**src/rtl/exception_ctrl.sv**
```systemverilog
// -----------------------------------------------------------------------------
// exception_ctrl
//   Precise-exception and interrupt controller sitting at the MEM stage of a
//   MIPS-style pipeline. It resolves the highest-priority event of the MEM
//   instruction (or a pending interrupt), emits a one-cycle registered CP0
//   update plus pipeline flush, and then requests a fetch redirect that is held
//   until the fetch unit acknowledges it.
//
// Ports
//   clk, rst           clock, synchronous active-high reset
//   hw_int             asynchronous level-sensitive hardware interrupt lines
//   valid_m, stall_m   MEM-stage instruction valid / stalled
//   except_m           per-instruction flags [7]AdEL-fetch [6]Sys [5]Bp
//                      [4]ERET [3]RI [2]Ov
//   adel_m, ades_m     data load / store address error
//   pc_m, addr_m       MEM PC and data address
//   cp0_epc            current EPC (ERET return target)
//   bd_m               MEM instruction is in a branch delay slot
//   cp0_status/cause   IM/EXL/IE and software IP bits
//   exc_*              registered CP0 update, exc_valid is a 1-cycle pulse
//   flush              pipeline flush, coincident with exc_valid
//   redirect_valid/pc  fetch redirect request, held until redirect_ack
//   int_pending        synchronised hw_int (feeds cause[15:10])
// -----------------------------------------------------------------------------
module exception_ctrl #(
  parameter int          NUM_HW_INT  = 6,
  parameter logic [31:0] EXC_VEC     = 32'hBFC0_0380,
  parameter int          SYNC_STAGES = 2
) (
  input  logic                  clk,
  input  logic                  rst,
  input  logic [NUM_HW_INT-1:0] hw_int,
  input  logic                  valid_m,
  input  logic                  stall_m,
  input  logic [7:0]            except_m,
  input  logic                  adel_m,
  input  logic                  ades_m,
  input  logic [31:0]           pc_m,
  input  logic [31:0]           addr_m,
  input  logic [31:0]           cp0_epc,
  input  logic                  bd_m,
  input  logic [31:0]           cp0_status,
  input  logic [31:0]           cp0_cause,
  output logic                  exc_valid,
  output logic [4:0]            exc_code,
  output logic [31:0]           exc_epc,
  output logic [31:0]           exc_badvaddr,
  output logic                  exc_bd,
  output logic                  exc_is_eret,
  output logic                  flush,
  output logic                  redirect_valid,
  output logic [31:0]           redirect_pc,
  input  logic                  redirect_ack,
  output logic [NUM_HW_INT-1:0] int_pending
);

  typedef enum logic [1:0] {
    IDLE,
    FLUSH,
    REDIRECT
  } state_t;

  state_t state_q, state_d;

  logic [NUM_HW_INT-1:0] sync_q [SYNC_STAGES];

  logic        exc_valid_q,      exc_valid_d;
  logic        flush_q,          flush_d;
  logic [4:0]  exc_code_q,       exc_code_d;
  logic [31:0] exc_epc_q,        exc_epc_d;
  logic [31:0] exc_badvaddr_q,   exc_badvaddr_d;
  logic        exc_bd_q,         exc_bd_d;
  logic        exc_is_eret_q,    exc_is_eret_d;
  logic        redirect_valid_q, redirect_valid_d;
  logic [31:0] redirect_pc_q,    redirect_pc_d;

  logic [5:0]  hw_ip;
  logic [7:0]  ip;
  logic        irq;
  logic        take;
  logic        win;
  logic [4:0]  win_code;
  logic [31:0] win_badvaddr;
  logic        win_eret;
  logic [31:0] epc_norm;

  // Bits of the CP0 words and flag vector that this block does not decode.
  logic unused_bits;
  assign unused_bits = ^{except_m[1:0], cp0_status[31:16], cp0_status[7:2],
                         cp0_cause[31:10], cp0_cause[7:0]};

  // hw_int crosses into the clock domain through a plain flop chain.
  always_ff @(posedge clk) begin
    if (rst) begin
      for (int i = 0; i < SYNC_STAGES; i++) sync_q[i] <= '0;
    end else begin
      sync_q[0] <= hw_int;
      for (int i = 1; i < SYNC_STAGES; i++) sync_q[i] <= sync_q[i-1];
    end
  end

  assign int_pending = sync_q[SYNC_STAGES-1];

  // Interrupt request: hardware lines occupy IP[7:2], software IP[1:0].
  always_comb begin
    hw_ip                   = '0;
    hw_ip[NUM_HW_INT-1:0]   = int_pending;
    ip                      = {hw_ip, cp0_cause[9:8]};
    irq                     = (|(ip & cp0_status[15:8])) & cp0_status[0] & ~cp0_status[1];
  end

  assign take     = (state_q == IDLE) && valid_m && !stall_m;
  assign epc_norm = bd_m ? (pc_m - 32'd4) : pc_m;

  // Fixed-priority resolution of the MEM-stage candidate.
  always_comb begin
    win          = 1'b1;
    win_code     = 5'h00;
    win_badvaddr = 32'h0;
    win_eret     = 1'b0;
    if (irq) begin
      win_code = 5'h00;
    end else if (except_m[7]) begin
      win_code     = 5'h04;
      win_badvaddr = pc_m;
    end else if (except_m[3]) begin
      win_code = 5'h0a;
    end else if (except_m[2]) begin
      win_code = 5'h0c;
    end else if (except_m[6]) begin
      win_code = 5'h08;
    end else if (except_m[5]) begin
      win_code = 5'h09;
    end else if (adel_m) begin
      win_code     = 5'h04;
      win_badvaddr = addr_m;
    end else if (ades_m) begin
      win_code     = 5'h05;
      win_badvaddr = addr_m;
    end else if (except_m[4]) begin
      win_eret = 1'b1;
    end else begin
      win = 1'b0;
    end
  end

  // Next-state and registered-output logic.
  always_comb begin
    state_d          = state_q;
    exc_valid_d      = 1'b0;
    flush_d          = 1'b0;
    exc_code_d       = exc_code_q;
    exc_epc_d        = exc_epc_q;
    exc_badvaddr_d   = exc_badvaddr_q;
    exc_bd_d         = exc_bd_q;
    exc_is_eret_d    = exc_is_eret_q;
    redirect_valid_d = redirect_valid_q;
    redirect_pc_d    = redirect_pc_q;
    unique case (state_q)
      IDLE: begin
        if (take && win) begin
          state_d        = FLUSH;
          exc_valid_d    = 1'b1;
          flush_d        = 1'b1;
          exc_code_d     = win_code;
          exc_badvaddr_d = win_badvaddr;
          exc_bd_d       = bd_m;
          exc_is_eret_d  = win_eret;
          // ERET target is captured here so later EPC writes cannot move it.
          exc_epc_d      = win_eret ? cp0_epc : epc_norm;
          redirect_pc_d  = win_eret ? cp0_epc : EXC_VEC;
        end
      end
      FLUSH: begin
        state_d          = REDIRECT;
        redirect_valid_d = 1'b1;
      end
      REDIRECT: begin
        if (redirect_ack) begin
          state_d          = IDLE;
          redirect_valid_d = 1'b0;
        end
      end
      default: begin
        state_d          = IDLE;
        redirect_valid_d = 1'b0;
      end
    endcase
  end

  always_ff @(posedge clk) begin
    if (rst) begin
      state_q          <= IDLE;
      exc_valid_q      <= 1'b0;
      flush_q          <= 1'b0;
      exc_code_q       <= 5'h00;
      exc_epc_q        <= 32'h0;
      exc_badvaddr_q   <= 32'h0;
      exc_bd_q         <= 1'b0;
      exc_is_eret_q    <= 1'b0;
      redirect_valid_q <= 1'b0;
      redirect_pc_q    <= 32'h0;
    end else begin
      state_q          <= state_d;
      exc_valid_q      <= exc_valid_d;
      flush_q          <= flush_d;
      exc_code_q       <= exc_code_d;
      exc_epc_q        <= exc_epc_d;
      exc_badvaddr_q   <= exc_badvaddr_d;
      exc_bd_q         <= exc_bd_d;
      exc_is_eret_q    <= exc_is_eret_d;
      redirect_valid_q <= redirect_valid_d;
      redirect_pc_q    <= redirect_pc_d;
    end
  end

  assign exc_valid      = exc_valid_q;
  assign flush          = flush_q;
  assign exc_code       = exc_code_q;
  assign exc_epc        = exc_epc_q;
  assign exc_badvaddr   = exc_badvaddr_q;
  assign exc_bd         = exc_bd_q;
  assign exc_is_eret    = exc_is_eret_q;
  assign redirect_valid = redirect_valid_q;
  assign redirect_pc    = redirect_pc_q;

endmodule

```
**config.mk**
```make
export PLATFORM = sky130hd
export DESIGN_NAME = exception_ctrl
export DESIGN_NICKNAME = d
export VERILOG_FILES = /design/src/rtl/exception_ctrl.sv
export SDC_FILE = /design/constraint.sdc
export NUM_CORES = 1
export LEC_CHECK = 0
export CORE_UTILIZATION = 43
export DETAILED_ROUTE_END_ITERATION = 16
export GPL_ROUTABILITY_DRIVEN = 0
export GPL_TIMING_DRIVEN = 0
export HOLD_SLACK_MARGIN = 0.06
export PLACE_DENSITY = 0.86
export SKIP_CTS_REPAIR_TIMING = 1
export SLEW_MARGIN = 40
export SYNTH_ARGS = -nofsm -noshare
export SYNTH_HDL_FRONTEND = slang
export SYNTH_SLANG_ARGS = --single-unit
```
**constraint.sdc**
```tcl
create_clock -name clk -period 5.05 [get_ports clk]
set_clock_uncertainty 0.1 [all_clocks]
set_input_delay 1.01 -clock clk [delete_from_list [all_inputs] [get_ports clk]]
set_output_delay 1.01 -clock clk [all_outputs]
set_load 0.02 [all_outputs]
```
==> results of run 1 <==
-- per-stage QoR --
stage	util	power (mW)	hold WS [ns]
2_1_floorplan	-	1.19	0.314
3_3_place_gp	0.647	1.43	0.316
3_5_place_dp	0.647	1.43	0.328
4_1_cts	0.690	2.55	0.341
5_1_grt	0.690	2.61	0.346
6_report	0.690	2.54	0.337
-- sequential cells by signal, indices dropped and copies added (netlist names) --
register,count
exc_epc,32
exc_badvaddr,32
exc_code,4
sync_q,12
exc_is_eret,1
flush,1
redirect_valid,1
state_q,2
exc_bd,1
redirect_pc,32
-- path summary, 6_finish.rpt --
| path | start | end | slack (ns) |
|---|---|---|---|
| setup / recovery | bd_m | exc_epc[29] | 1.64 |
| hold / removal | sync_q[0][4] | sync_q[0][10] | 0.34 |
| setup reg to reg | state_q[1] | exc_badvaddr[24] | 2.52 |
| hold reg to reg | sync_q[0][4] | sync_q[0][10] | 0.34 |
-- metal layers --
layer	vias to the layer above	GRT usage	share of wire
li1	2800	-	-
met1	2755	0.360	0.41
met2	273	0.514	0.49
met3	29	0.0690	0.076
met4	0	0.107	0.020
met5	-	0	0
-- Yosys cell counts (all sizes together) (2+ instances only) --
cell type / n / area [sq um]
a21o: 2 / 16.3
a22o: 33 / 290
buf: 31 / 204
nand2: 66 / 250
a22oi: 24 / 180
or3: 4 / 25.0
mux2i: 11 / 110
a21oi: 56 / 288
xnor2: 7 / 68.8
nand4: 2 / 12.5
inv: 5 / 18.8
o31ai: 5 / 42.5
nor3: 19 / 144
nor2b: 14 / 87.6
or4: 5 / 48.8
nand3b: 20 / 150
clkbuf: 27 / 121
nor4b: 4 / 56.3
xor2: 22 / 193
o22ai: 11 / 68.8
nand3: 39 / 195
o21ai: 13 / 65.1
a222oi: 2 / 20.0
a311oi: 3 / 26.3
nor4: 11 / 130
dfxtp: 118 / 2360
nand2b: 3 / 18.8
nor2: 63 / 236
nor3b: 3 / 32.5
-- power by group through the flow --
stage	clock [mW]	combinational (mW)	sequential, mW
after CTS	1.13	0.427	0.988
after global placement	0	0.420	1.01
final	1.12	0.429	0.988
after floorplan	0	0.147	1.04
after detailed placement	0	0.424	1.01
after global routing	1.17	0.454	0.991
-- cell families after synthesis --
group	synth area share
compound gates	0.193
xor+xnor	0.0465
fa+ha+maj	0.00223
buf+inv	0.0612
flops	0.420
mux	0.0196
other cells	0.000667
simple gates	0.257
-- area by class of cell --
cell class	count	area, sq um	area share
timing repair buffer	236	2360	0.270
sequential	118	2360	0.270
clock inverter	8	75.1	0.00859
clock buffer	24	472	0.0539
tap	172	215	0.0246
inverter	5	18.8	0.00215
buffer	58	325	0.0372
multi-input combinational	457	2910	0.333
==> flow_metrics.tcl, run 1 <==
set metrics [dict create \
    fp-row-count 41 \
    synthArstFlopShare 0 \
    num_vias 5857 \
    cp.required_ns 5.25 \
    reg2regPathDepth 6 \
    cts.path.max_buffers 2 \
    relSlewSlack 0.515 \
    ioPinCount 294 \
    synth_edf_count 0 \
    nFillCells 1067 \
    diodes 0 \
    maxCapViolations 0 \
    final_common_cell "clkdlybuf4s50_1" \
    worst_ep_arrival_time_ns 3.61 \
    critical_path.startpoint_type "input port" \
    slew_violations 0 \
    synth_nets 821 \
    crit_slowest_cell "clkdlybuf4s50_1" \
    pre_cts_slack_ns 1.26 \
    power.share.sequential 0.389 \
    final_antenna_net_count 0 \
    coreArea_sq_um 12700 \
    finalHoldViolCount 0 \
    netSwitchingFraction 0.258 \
    fp.dieH_um 116 \
    routed_wl_mm 20.0 \
    gr-total-overflow 0 \
    io_buffers 236 \
    grt_pass1_wl_mm 29.8 \
    fin_crit_sh 0.675 \
    dp_hpwl_mm 15.2 \
    worst_slack_ns 1.64 \
    cts_max_level 4 \
    power_density_nw_per_um2 290 \
    nets 1076 \
    synth_cell_type_count 63 \
    clkTransAtPathRegs_ns 0.05 \
    grt_max_degree 17 \
    clock_latency_ns 0.42 \
    cts_tree "done" \
    cp.depth 7 \
    numCtsBuffers 17 \
    placedCellCount 1046 \
    die_area_sq_um 13500 \
    yosysWarningCount 0 \
    vdd_drop_max_uv 199 \
    whs_path_depth 1 \
    clock-sinks 118 \
    viasPerCell 5.43 \
    drive_above_1_share 0.0993 \
    die_x_um 116 \
    dr.pass1.iters 5 \
    synthFlopType "dfxtp_1" \
    combPwrFrac 0.169 \
    cp_cell_sequence "clkdlybuf4s50_1 -> nor4b_2 -> nand4_1 -> or4_4 -> xnor2_2 -> a222oi_1 -> nor2_1" \
    p_sw_mw 0.656 \
    layout_common_cells "clkdlybuf4s50_1, dfxtp_1, nand2_1, nor2_1, a21oi_1" \
    crit_path_max_fanout 6 \
    cpPeakStageDelay_ns 0.68 \
    stdcell_area_sq_um 8740 \
    yosys_register_bits 118 \
    p_int_mw 1.88 \
    ys_seq_area_frac 0.420 \
    clock.fmax_mhz 293 \
    rsz0062_at_grt "no" \
    antenna_found_initial 0 \
    crit_family "simple AND/OR/NAND/NOR gates" \
    outcome "finished clean" \
    wl_per_cell_um 18.6 \
    start_util 0.443 \
    clkPwrFrac 0.441 \
    finalCriticalPeriod_ns 3.41 \
    crit_buf_inv 1 \
    fin_cells 1078 \
    syn_avg_cell_area_sq_um 8.81 \
    place_area_sq_um 8200 \
    setup_viol 0 \
    area_delta_synth_final_pct 55.6 \
    route.detailed.drc 0 \
    grt_pass1_vias 5656 \
    syn_area_sq_um 5620 \
    cts_root_buffer "clkbuf_16" \
    dr.first_iter.drc_count 472 \
    leakagePower_nw 3.23 \
    tns_ns 0 \
    netlist_instances 638 \
    hp-class "reg -> reg" \
    criticalPathCategory "in -> reg" \
    grt_use_total 0.298 \
    end_kind "register" \
    tightest_slew_ns 0.727 \
]
Power figures use the tool's default switching activity.
==> run 2: changes to the inputs <==
CORE_UTILIZATION = 40   (was 43)
PLACE_DENSITY = 0.81   (was 0.86)
clock period = 3.2 ns   (was 5.05 ns; I/O delays follow)
==> flow_metrics.tcl, run 2 (synthesis results as in run 1) <==
set metrics [dict create \
    outcome "finished clean" \
    drive_above_1_share 0.0997 \
    finalHoldViolCount 0 \
    reg2regPathDepth 6 \
    fp.dieH_um 121 \
    fp-row-count 42 \
    coreArea_sq_um 13500 \
    power.share.sequential 0.367 \
    layout_common_cells "clkdlybuf4s50_1, dfxtp_1, nand2_1, nor2_1, a21oi_1" \
    viasPerCell 5.55 \
    cts.path.max_buffers 2 \
    maxCapViolations 0 \
    nets 1076 \
    cts_root_buffer "clkbuf_16" \
    leakagePower_nw 3.26 \
    r2r_end "exc_bd" \
    p_int_mw 3.20 \
    worst_ep_arrival_time_ns 3.24 \
    grt_pass1_wl_mm 31.0 \
    critical_path.startpoint_type "input port" \
    tns_ns 0 \
    grt_pass1_vias 5563 \
    grt_use_total 0.286 \
    diodes 0 \
    use_met1 0.349 \
    wl_per_cell_um 19.3 \
    dr.first_iter.drc_count 495 \
    clkPwrFrac 0.474 \
    rsz0062_at_grt "no" \
    criticalPathCategory "in -> reg" \
    vdd_drop_max_uv 350 \
    clock-sinks 118 \
    fin_crit_sh 0.935 \
    clkTransAtPathRegs_ns 0.05 \
    clock_latency_ns 0.42 \
    pre_cts_slack_ns -0.191 \
    routed_wl_mm 20.8 \
    use_met3 0.0788 \
    num_vias 5986 \
    top_usage_layer "met2" \
    start_util 0.418 \
    slew_violations 0 \
    final_antenna_net_count 0 \
    multiInputGateArea_sq_um 2910 \
    setup_viol 0 \
    cts_tree "done" \
    numCtsBuffers 17 \
    die_x_um 121 \
    finalCriticalPeriod_ns 2.99 \
    worst_slack_ns 0.208 \
    nFillCells 1173 \
    hold_end "sync_q[0][9]" \
    clock.fmax_mhz 334 \
    end_kind "register" \
    final_common_cell "clkdlybuf4s50_1" \
    r2r_slack_ns 0.74 \
    fin_cells 1079 \
    crit_path_max_fanout 10 \
    placedCellCount 1050 \
    ioPinCount 294 \
    r2r_start "state_q[1]" \
    dp_hpwl_mm 15.6 \
    hp-class "reg -> reg" \
    p_sw_mw 1.06 \
    netSwitchingFraction 0.248 \
    tightest_slew_ns 0.695 \
    dr.pass1.iters 5 \
    final_core_util 0.655 \
    whs_path_depth 1 \
    area_delta_synth_final_pct 56.8 \
    grt_max_degree 17 \
    combPwrFrac 0.159 \
    relSlewSlack 0.537 \
    hp-start "sync_q[0][3]" \
    regArea_sq_um 2360 \
    gr-total-overflow 0 \
    grt_util_met2 0.479 \
    route.detailed.drc 0 \
    cts_max_level 4 \
    power_density_nw_per_um2 482 \
    io_buffers 236 \
    die_area_sq_um 14500 \
    cp.required_ns 3.45 \
    antenna_found_initial 0 \
]
-- run 2: changes by cell type in the layout (fill, tap and decap cells not counted) --
| cell | before | now |
|---|---|---|
| clkbuf_1 | 30 | 27 |
| clkinv_2 | 4 | 1 |
| bufinv_16 | 1 | 4 |
-- run 2: metal layers --
layer,wire length [um],part of all wire,vias up
met4,462,0.022,0
met5,0,0,-
met1,8350,0.40,2858
met2,10100,0.48,304
li1,-,-,2786
met3,1930,0.093,38
-- run 2: worst max-delay path by stage --
stage	slack (ns)	startpoint	depth (start not counted)	endpoint
after global routing	0.07	except_m[6]	7	exc_badvaddr[27]
after floorplan	0.64	pc_m[16]	6	exc_epc[29]
final	0.21	except_m[6]	8	exc_badvaddr[2]
after detailed placement	-0.19	except_m[6]	8	exc_badvaddr[2]
after CTS	0.23	bd_m	7	exc_epc[29]
after global placement	-0.19	bd_m	7	exc_epc[29]
-- run 2: cell type report --
class                      instances  share of cell area
clock inverter                     8              0.0170
inverter                           5             0.00213
buffer                            58              0.0369
timing repair buffer             236               0.268
clock buffer                      21              0.0523
multi-input combinational        457               0.331
sequential                       118               0.268
tap                              176              0.0250
-- run 2: stage by stage --
| step | hold WS (ns) | instance area, sq um | total power, mW |
|---|---|---|---|
| after global routing | 0.355 | 8810 | 4.38 |
| final | 0.332 | 8810 | 4.25 |
| after CTS | 0.334 | 8810 | 4.25 |
| after detailed placement | 0.322 | 8200 | 2.26 |
| after global placement | 0.317 | 8200 | 2.25 |
| after floorplan | 0.314 | 5620 | 1.88 |
-- run 2: power by group through the flow --
stage                     clock network [mW]  registers (mW)  logic, mW
after floorplan                            0            1.65      0.232
after global placement                     0            1.59      0.666
after detailed placement                   0            1.59      0.671
after CTS                               2.02            1.56      0.676
after global routing                    2.10            1.56      0.716
final                                   2.02            1.56      0.678
-- run 2: worst max-delay path, stage by stage --
cell and delay [ns]:
clkdlybuf4s50_1 0.46, nor4_2 0.50, nor3b_2 0.64, clkbuf_1 0.53, nand2_1 0.10, o21ai_0 0.09, nand3_1 0.12, a21oi_1 0.15
